$ cat src/rtl/mem_port_arbiter_pkg.sv
// Shared types and constants for the unified-RAM port arbiter.
// Holds the FSM state and grant encodings, the legal read-latency range and the grant-priority helper.
package mem_port_arbiter_pkg;

    typedef enum logic [1:0] {IDLE, ISSUE, WAIT, DONE} state_t;

    typedef enum logic [1:0] {GNT_IF, GNT_MEM_RD, GNT_MEM_WR} grant_t;

    localparam int LAT_MIN   = 1;
    localparam int LAT_MAX   = 4;
    localparam int LAT_CNT_W = $clog2(LAT_MAX + 1);

    // MEM wins unless IF is being forced; a combined read+write request counts as a write.
    function automatic grant_t pick_grant(input logic rd_req, input logic wr_req, input logic force_if);
        if (force_if) return GNT_IF;
        if (wr_req)   return GNT_MEM_WR;
        if (rd_req)   return GNT_MEM_RD;
        return GNT_IF;
    endfunction

endpackage

$ cat src/rtl/mem_port_arbiter_if.sv
// Bus bundle between the IF/MEM pipeline stages, the arbiter and the single-port RAM.
// slave is the arbiter's view; master is the view of the environment (pipeline stages plus RAM).
interface mem_port_arbiter_if #(
    parameter int ADDR_W = 32,
    parameter int DATA_W = 32
);
    logic              if_req;
    logic [ADDR_W-1:0] if_addr;
    logic [DATA_W-1:0] if_rdata;
    logic              if_valid;
    logic              if_stall;

    logic              mem_rd_req;
    logic              mem_wr_req;
    logic [ADDR_W-1:0] mem_addr;
    logic [DATA_W-1:0] mem_wdata;
    logic [DATA_W-1:0] mem_rdata;
    logic              mem_valid;
    logic              mem_stall;

    logic              ram_en;
    logic              ram_we;
    logic [ADDR_W-1:0] ram_addr;
    logic [DATA_W-1:0] ram_wdata;
    logic [DATA_W-1:0] ram_rdata;

    modport slave (
        input  if_req, if_addr, mem_rd_req, mem_wr_req, mem_addr, mem_wdata, ram_rdata,
        output if_rdata, if_valid, if_stall, mem_rdata, mem_valid, mem_stall,
               ram_en, ram_we, ram_addr, ram_wdata
    );

    modport master (
        output if_req, if_addr, mem_rd_req, mem_wr_req, mem_addr, mem_wdata, ram_rdata,
        input  if_rdata, if_valid, if_stall, mem_rdata, mem_valid, mem_stall,
               ram_en, ram_we, ram_addr, ram_wdata
    );
endinterface

$ cat src/rtl/mem_port_arbiter_starve_counter.sv
// Saturating count of MEM grants taken while IF was kept waiting.
// at_max tells the arbiter that IF must win the next grant.
module arb_starve_counter #(
    parameter  int STARVE_MAX = 4,
    localparam int CNT_W      = $clog2(STARVE_MAX + 1)
) (
    input  logic clk,
    input  logic rst,
    input  logic clr,
    input  logic inc,
    output logic at_max
);
    logic [CNT_W-1:0] count;

    // NOTE: sequential state uses non-blocking assignments so every flop samples pre-edge values.
    always_ff @(posedge clk or posedge rst) begin
        if (rst) begin
            count <= '0;
        end else if (clr) begin
            count <= '0;
        end else if (inc && !at_max) begin
            count <= count + 1'b1;
        end
    end

    assign at_max = (count == CNT_W'(STARVE_MAX));
endmodule

$ cat src/rtl/mem_port_arbiter.sv
// Shares one single-port RAM between instruction fetch and load/store through an issue/wait/done FSM.
// RAM strobes are registered; completion pulses, read data and stalls are decoded combinationally.
module mem_port_arbiter
    import mem_port_arbiter_pkg::*;
#(
    parameter int ADDR_W     = 32,
    parameter int DATA_W     = 32,
    parameter int LAT        = 1,
    parameter int STARVE_MAX = 4
) (
    input logic                 clk,
    input logic                 rst,
    mem_port_arbiter_if.slave   bus
);
    if (LAT < LAT_MIN || LAT > LAT_MAX) begin : g_lat_check
        $error("mem_port_arbiter: LAT outside the supported range");
    end

    localparam logic [LAT_CNT_W-1:0] LAT_RELOAD = LAT_CNT_W'(LAT - 1);

    state_t                 state, state_d;
    grant_t                 grant, grant_d, sel;
    logic [LAT_CNT_W-1:0]   lat_cnt, lat_cnt_d;
    logic                   any_req, take, force_if, at_max;
    logic                   if_granted, mem_granted, done_if, done_mem;
    logic                   ram_en_q, ram_we_q;
    logic [ADDR_W-1:0]      ram_addr_q;
    logic [DATA_W-1:0]      ram_wdata_q;

    assign any_req     = bus.if_req | bus.mem_rd_req | bus.mem_wr_req;
    assign force_if    = at_max & bus.if_req;
    assign sel         = pick_grant(bus.mem_rd_req, bus.mem_wr_req, force_if);
    assign take        = (state == IDLE) && any_req;
    assign if_granted  = take && (sel == GNT_IF);
    assign mem_granted = take && (sel != GNT_IF);

    arb_starve_counter #(.STARVE_MAX(STARVE_MAX)) u_starve (
        .clk    (clk),
        .rst    (rst),
        .clr    (~bus.if_req | if_granted),
        .inc    (mem_granted & bus.if_req),
        .at_max (at_max)
    );

    always_ff @(posedge clk or posedge rst) begin
        if (rst) begin
            state   <= IDLE;
            grant   <= GNT_IF;
            lat_cnt <= '0;
        end else begin
            state   <= state_d;
            grant   <= grant_d;
            lat_cnt <= lat_cnt_d;
        end
    end

    // NOTE: every output of this block gets a default first, so no path can infer a latch.
    always_comb begin
        state_d   = state;
        grant_d   = grant;
        lat_cnt_d = lat_cnt;
        case (state)
            IDLE: begin
                if (any_req) begin
                    grant_d = sel;
                    state_d = ISSUE;
                end
            end
            ISSUE: begin
                if (grant == GNT_MEM_WR || LAT == 1) begin
                    state_d = DONE;
                end else begin
                    lat_cnt_d = LAT_RELOAD;
                    state_d   = WAIT;
                end
            end
            WAIT: begin
                lat_cnt_d = lat_cnt - 1'b1;
                if (lat_cnt == LAT_CNT_W'(1)) state_d = DONE;
            end
            DONE:    state_d = IDLE;
            default: state_d = IDLE;
        endcase
    end

    // Address and data are captured at grant, so requesters may change them afterwards.
    always_ff @(posedge clk or posedge rst) begin
        if (rst) begin
            ram_en_q    <= 1'b0;
            ram_we_q    <= 1'b0;
            ram_addr_q  <= '0;
            ram_wdata_q <= '0;
        end else begin
            ram_en_q <= take;
            ram_we_q <= take && (sel == GNT_MEM_WR);
            if (take) begin
                ram_addr_q  <= (sel == GNT_IF) ? bus.if_addr : bus.mem_addr;
                ram_wdata_q <= bus.mem_wdata;
            end
        end
    end

    assign done_if  = (state == DONE) && (grant == GNT_IF);
    assign done_mem = (state == DONE) && (grant != GNT_IF);

    assign bus.ram_en    = ram_en_q;
    assign bus.ram_we    = ram_we_q;
    assign bus.ram_addr  = ram_addr_q;
    assign bus.ram_wdata = ram_wdata_q;

    assign bus.if_valid  = done_if;
    assign bus.if_rdata  = done_if ? bus.ram_rdata : '0;
    assign bus.mem_valid = done_mem;
    assign bus.mem_rdata = (done_mem && grant == GNT_MEM_RD) ? bus.ram_rdata : '0;

    assign bus.if_stall  = bus.if_req & ~bus.if_valid;
    assign bus.mem_stall = (bus.mem_rd_req | bus.mem_wr_req) & ~bus.mem_valid;
endmodule

$ cat src/flat_wrapper.sv
// flat-port wrapper written by rule: the top's interface ports become plain ports
module mem_port_arbiter_flat import mem_port_arbiter_pkg::*;
#(
    parameter int ADDR_W     = 32,
    parameter int DATA_W     = 32,
    parameter int LAT        = 1,
    parameter int STARVE_MAX = 4
)
  (clk, rst, bus_if_req, bus_if_addr, bus_mem_rd_req, bus_mem_wr_req, bus_mem_addr, bus_mem_wdata, bus_ram_rdata, bus_if_rdata, bus_if_valid, bus_if_stall, bus_mem_rdata, bus_mem_valid, bus_mem_stall, bus_ram_en, bus_ram_we, bus_ram_addr, bus_ram_wdata);
  mem_port_arbiter_if #(.ADDR_W(ADDR_W), .DATA_W(DATA_W)) bus_i ();
  input logic clk;
  input logic rst;
  input wire logic [$bits(bus_i.if_req)-1:0] bus_if_req;
  input wire logic [$bits(bus_i.if_addr)-1:0] bus_if_addr;
  input wire logic [$bits(bus_i.mem_rd_req)-1:0] bus_mem_rd_req;
  input wire logic [$bits(bus_i.mem_wr_req)-1:0] bus_mem_wr_req;
  input wire logic [$bits(bus_i.mem_addr)-1:0] bus_mem_addr;
  input wire logic [$bits(bus_i.mem_wdata)-1:0] bus_mem_wdata;
  input wire logic [$bits(bus_i.ram_rdata)-1:0] bus_ram_rdata;
  output wire logic [$bits(bus_i.if_rdata)-1:0] bus_if_rdata;
  output wire logic [$bits(bus_i.if_valid)-1:0] bus_if_valid;
  output wire logic [$bits(bus_i.if_stall)-1:0] bus_if_stall;
  output wire logic [$bits(bus_i.mem_rdata)-1:0] bus_mem_rdata;
  output wire logic [$bits(bus_i.mem_valid)-1:0] bus_mem_valid;
  output wire logic [$bits(bus_i.mem_stall)-1:0] bus_mem_stall;
  output wire logic [$bits(bus_i.ram_en)-1:0] bus_ram_en;
  output wire logic [$bits(bus_i.ram_we)-1:0] bus_ram_we;
  output wire logic [$bits(bus_i.ram_addr)-1:0] bus_ram_addr;
  output wire logic [$bits(bus_i.ram_wdata)-1:0] bus_ram_wdata;
  assign bus_i.if_req = bus_if_req;
  assign bus_i.if_addr = bus_if_addr;
  assign bus_i.mem_rd_req = bus_mem_rd_req;
  assign bus_i.mem_wr_req = bus_mem_wr_req;
  assign bus_i.mem_addr = bus_mem_addr;
  assign bus_i.mem_wdata = bus_mem_wdata;
  assign bus_i.ram_rdata = bus_ram_rdata;
  assign bus_if_rdata = bus_i.if_rdata;
  assign bus_if_valid = bus_i.if_valid;
  assign bus_if_stall = bus_i.if_stall;
  assign bus_mem_rdata = bus_i.mem_rdata;
  assign bus_mem_valid = bus_i.mem_valid;
  assign bus_mem_stall = bus_i.mem_stall;
  assign bus_ram_en = bus_i.ram_en;
  assign bus_ram_we = bus_i.ram_we;
  assign bus_ram_addr = bus_i.ram_addr;
  assign bus_ram_wdata = bus_i.ram_wdata;
  mem_port_arbiter #(.ADDR_W(ADDR_W), .DATA_W(DATA_W), .LAT(LAT), .STARVE_MAX(STARVE_MAX)) u_core (.clk(clk), .rst(rst), .bus(bus_i));
endmodule
$ cat config.mk
export PLATFORM = sky130hd
export DESIGN_NAME = mem_port_arbiter_flat
export DESIGN_NICKNAME = d
export VERILOG_FILES = /design/src/rtl/mem_port_arbiter_pkg.sv /design/src/rtl/mem_port_arbiter_if.sv /design/src/rtl/mem_port_arbiter_starve_counter.sv /design/src/rtl/mem_port_arbiter.sv /design/src/flat_wrapper.sv
export SDC_FILE = /design/constraint.sdc
export NUM_CORES = 1
export LEC_CHECK = 0
export ABC_CLOCK_PERIOD_IN_PS = 7700
export BUFFER_PORTS_ARGS = -buffer_cell sky130_fd_sc_hd__clkbuf_2
export CAP_MARGIN = 40
export CORE_MARGIN = 10
export CORE_UTILIZATION = 25
export CTS_BUF_LIST = sky130_fd_sc_hd__clkbuf_16
export CTS_CLUSTER_SIZE = 24
export DETAILED_ROUTE_END_ITERATION = 7
export HOLD_SLACK_MARGIN = 0.02
export MAX_ROUTING_LAYER = met4
export PLACE_DENSITY = 0.55
export SYNTH_ARGS = -nofsm -noshare
export SYNTH_HDL_FRONTEND = slang
export SYNTH_SLANG_ARGS = --single-unit
$ cat constraint.sdc
create_clock -name clk -period 7.7 [get_ports clk]
set_clock_uncertainty 0.2 [all_clocks]
set_input_delay 1.155 -clock clk [delete_from_list [all_inputs] [get_ports clk]]
set_output_delay 1.155 -clock clk [all_outputs]
set_load 0.02 [all_outputs]
* Yosys cells after proc, flatten, opt, wreduce, memory -nomap -nowiden *
Cells that the tools add are included.

storage, ports and cells
  word-level logic and storage cells = 67
  memory bits (read-only) = 0
  memories = 0
  input bits = 133
  latch bits = 0
  bits in writable memories = 0
  bits in registers = 76
  output and inout bits = 134

operators by class
  div/mod/pow operators = 0
  multipliers = 0
  reduce and logical (&&, ||, !) cells = 17
  $lt $le $gt $ge = 0
  equal/unequal tests = 9
  shift-type cells = 0
  add/subtract/negate cells = 2
  bitwise logic cells = 11
  muxes and demuxes = 20

operators by type and width
  operator             number
  $mux 32              3
  $mux 2               8
  $logic_and 1x1->1    8
  $pmux 2 s4           1
  $eq 2x2->1 const B   3
  $logic_not 2->1      3
  $mux 1               6
  $mux 3               2
  $reduce_bool 2->1    3
  $and 1x1->1          4
  $eq 2x1->1 const B   2
  $ne 2x1->1 const B   2
  $or 1x1->1           4
  $reduce_and 2->1     2
  $add 3x1->3 const B  1
  $eq 3x1->1 const B   1
  $eq 3x3->1 const B   1
  $not 1->1            3
  $sub 3x1->3 const B  1
  $logic_not 1->1      1

* Longest topological paths before layout *
  word-level depth = 15
  depth in mapped cells = 9
  gate-level depth less buffers = 6

* By module *
Synthesis repeated with hierarchy kept, for this count alone.

second synthesis, totals
  cells, all modules = 315
  area, all modules = 3,696.0 um2

by module, submodules not included
  module              sequential area each (um2)  times used  area each (um2)  cells an instance
  mem_port_arbiter    1,826.8                     1           3,499.6          296
  arb_starve_counter  75.1                        1           196.4            19

* Least setup slack after synthesis *
OpenSTA, ideal clock, no wires.

  kind = input port to output port
  from = in bus_mem_wr_req
  to = out bus_mem_stall
  arrival time = 1.794 ns
  path buffers = 1
  data required time = 6.345 ns
  cell stages on the path = 3
  path slack = 4.551 ns
  path through = nor2_1 > clkbuf_1 > nor2_1

on the way
  word-level cells in the longest chain between the ends = 2

ends and longest elaborated chain
  element          line                     RTL
  start, declared  flat_wrapper.sv:16       input wire logic [$bits(bus_i.mem_wr_req)-1:0] bus_mem_wr_req;
  $or 1x1->1       mem_port_arbiter.sv:117  assign bus.mem_stall = (bus.mem_rd_req | bus.mem_wr_req) & ~bus.mem_valid;
  $and 1x1->1      mem_port_arbiter.sv:117
  end, declared    flat_wrapper.sv:25       output wire logic [$bits(bus_i.mem_stall)-1:0] bus_mem_stall;

No other way between the ends.

* Worst setup path after layout *
  from = reg u_core.state[1]
  to = out bus_mem_rdata[14]

on the way
  word-level cells in the longest chain between the ends = 4

ends and longest elaborated chain
  element                 line                     RTL
  start, declared         mem_port_arbiter.sv:21   state_t state, state_d;
  start signal, assigned  mem_port_arbiter.sv:51   state <= state_d;
  $eq 2x2->1              mem_port_arbiter.sv:104  assign done_mem = (state == DONE) && (grant != GNT_IF);
  $logic_and 1x1->1       mem_port_arbiter.sv:104
  $logic_and 1x1->1       mem_port_arbiter.sv:114  assign bus.mem_rdata = (done_mem && grant == GNT_MEM_RD) ? bus.ram_rdata : '0;
  $mux 32                 mem_port_arbiter.sv:114
  end, declared           flat_wrapper.sv:23       output wire logic [$bits(bus_i.mem_rdata)-1:0] bus_mem_rdata;

No other way between the ends.

==> metrics.txt <==
share of layout cells above drive strength 1=0.419; row cnt=45; post-route cell area=5660 um^2; max cap viols=0; Synth Instances=451; Fillers=1578; dpl hpwl=11500 um; Max-slew headroom=0.423; CP Data Arrival Time=2.13 ns; synthesis-to-finish area growth=46.5%; kind of critical path=flip-flop to output port; worst min-delay path class=flip-flop to flip-flop; Final ANT Viol Nets=0; Synth Cell Area=3860 um^2; die height=144 um; number of vias per cell=4.38; largest net degree at the start of global routing=68; R2R setup slack=4.96 ns; placed cells=879; drt first-iter violations=215; Num CTS Buffers=9; maximum VDD drop=0.140 mV; Critical-path top delay cell=and3b_1; Overflow after GRT=0; Clk pin slew, worst setup/hold paths=0.06 ns; final net count=843; maximum clock path buffer count=2; WL/cell=16.8 um; Seq pwr share=0.317; residual DRC count=0; Max Fclk=287 MHz; non-filler instance count after layout=895; total power per unit cell area=391 nW/um^2; synth unique cells=35; vias in the first global route=3922; max-slew violations=0; via count=3919; CTS Hold Bufs=0; CP peak stage delay=0.75 ns; clk_lat worst skew=0.33 ns; unrepaired setup endpoints after global routing=no; Net Sw Power=0.997 mW; number of buffers added for setup after CTS=0; Leakage=3.07 nW; Post-Syn Nets=592; htree depth=3; register bit total from synthesis=76; first-pass GRT wire length=22200 um; Final TNS setup=0 ns; Hold Slack=0.272 ns; post-synth top area cell=dfrtp_1; Post-DP Area=5360 um^2; ant diodes=0; core area=15100 um^2; clock sinks=76; Gate power share=0.490; gp weighted congestion=0.772; synth top area cells=dfrtp_1, and2_1, nand2_1; Synth Area per Inst=8.57 um^2; CP required=6.34 ns; Initial Utilization=0.255; die area=20800 um^2; Clk pwr share=0.193; GR Util All Layers=0.141; internal power=1.22 mW; crit-path max FO=32; status=completed; final setup fails=0; CTS tree=done; io pins=267; Root Driver=clkbuf_16; DRT Wirelength=15000 um; PortBufs=266; CP endpoint kind=output port; Seq/Total Area, Yosys=0.492; minimum clock period=3.49 ns; sequence of cells on the critical path=ha_1, and3b_1, and2_1, clkbuf_2; final-report hold violation count=0; worst-margin pin slew=0.865 ns; Synthesis Warnings=0; Tcrit/Tclk final=0.453; antenna violations before repair=0; Die X=144 um; total power=2.21 mW; crit start category=flip-flop; Synth top area share=0.492; Sw Ratio=0.451; Initial DRT Pass Iterations=4; post-CTS sizing=0
[flip-flops by register name, indices dropped and copies added (netlist names)]
signal                 flops
u_core.bus.ram_we          1
u_core.bus.ram_addr       32
u_core.grant               2
u_core.bus.ram_wdata      32
u_core.bus.ram_en          1
u_core.u_starve.count      3
u_core.lat_cnt             3
u_core.state               2
[cell usage in the layout (no fill, tap or decap), types with 2 or more instances in the layout]
cell type  synthesis  routed
clkbuf_2           0     266
buf_4              0       7
nand2b_1           3       3
o21a_1             3       3
dfrtp_1           76      76
and2_1            64      64
a31oi_1           32      32
inv_1              7       6
ha_1               8       8
clkinv_4           0       3
a21oi_1           33      33
nor2_1            36      35
o21ai_0           32      32
nand2_1           99      99
nor2b_1            2       2
clkbuf_16          0       9
and3_1             2       2
[logic make-up after synthesis]
logic type,share of synthesized area
compound gates,0.155
xor+xnor,0.00453
fa+ha+maj,0.0259
buf+inv,0.0541
flops,0.492
mux,0.00551
simple gates,0.263
[worst paths after layout]
kind | startpoint | endpoint | depth (start not counted)
worst max-delay path | u_core.state[1]$_DFFE_PP0P_ | bus_mem_rdata[14] | 4
worst min-delay path | u_core.lat_cnt[2]$_DFFE_PP0P_ | u_core.lat_cnt[2]$_DFFE_PP0P_ | 1
worst max register to register | u_core.state[0]$_DFFE_PP0P_ | u_core.bus.ram_addr[31]$_DFFE_PP0N_ | 8
worst min register to register | u_core.lat_cnt[2]$_DFFE_PP0P_ | u_core.lat_cnt[2]$_DFFE_PP0P_ | 1
max in group asynchronous | rst | u_core.bus.ram_addr[24]$_DFFE_PP0N_ | 4
min in group asynchronous | rst | u_core.bus.ram_addr[1]$_DFFE_PP0N_ | 3
[metrics by stage]
step | worst slack (ns) | util
5_1_grt | 3.99 | 0.374
6_report | 4.21 | 0.374
3_5_place_dp | 4.22 | 0.354
2_1_floorplan | 4.41 | -
4_1_cts | 4.19 | 0.374
3_3_place_gp | 4.15 | 0.351
[routing by layer]
layer,share of wire,GRT usage,vias up
li1,-,-,1995
met1,0.45,0.177,1775
met2,0.48,0.222,138
met3,0.067,0.0400,11
met4,0.0084,0.0282,0
met5,0,-,-
[synth_stat cells]
| library cell | count |
|---|---|
| a211oi_1 | 1 |
| a21boi_0 | 1 |
| a21o_1 | 1 |
| a21oi_1 | 33 |
| a22oi_1 | 1 |
| a31oi_1 | 32 |
| and2_1 | 64 |
| and3_1 | 2 |
| and3b_1 | 1 |
| and4_1 | 1 |
| buf_2 | 20 |
| buf_6 | 3 |
| clkbuf_1 | 12 |
| dfrtp_1 | 76 |
| ha_1 | 8 |
| inv_1 | 7 |
| inv_2 | 1 |
| mux2_2 | 1 |
| mux2i_1 | 1 |
| nand2_1 | 99 |
| nand2b_1 | 3 |
| nand3_1 | 1 |
| nand3b_1 | 1 |
| nand4_1 | 1 |
| nand4b_1 | 1 |
| nor2_1 | 36 |
| nor2b_1 | 2 |
| nor3_1 | 1 |
| nor3b_1 | 1 |
| o21a_1 | 3 |
| o21ai_0 | 32 |
| o31ai_4 | 1 |
| or2_1 | 1 |
| xnor2_1 | 1 |
| xor2_1 | 1 |
[critical path, delay by kind of cell (launching register included)]
kind / cells / cell delay [ns]
buffers and inverters: 1 / 0.18
adder cells (fa/ha/maj): 1 / 0.22
AND/OR/NAND/NOR: 2 / 0.99
flip-flops: 1 / 0.41
[power groups by stage]
stage / clock network, mW / logic, mW / registers [mW]
floorplan: 0 / 0.503 / 0.903
global placement: 0 / 1.09 / 0.708
detailed placement: 0 / 1.11 / 0.706
CTS: 0.442 / 1.11 / 0.703
global route: 0.460 / 1.20 / 0.731
finish: 0.428 / 1.08 / 0.701
[cell type report]
type | instances | area (um^2) | share of cell area
clock buffer | 9 | 225 | 0.0398
sequential | 76 | 1900 | 0.336
timing repair buffer | 275 | 1430 | 0.253
clock inverter | 7 | 76.3 | 0.0135
multi-input combinational | 332 | 1760 | 0.311
tap | 188 | 235 | 0.0415
inverter | 8 | 31.3 | 0.00552
No activity file was read; power rests on OpenSTA's default activity.
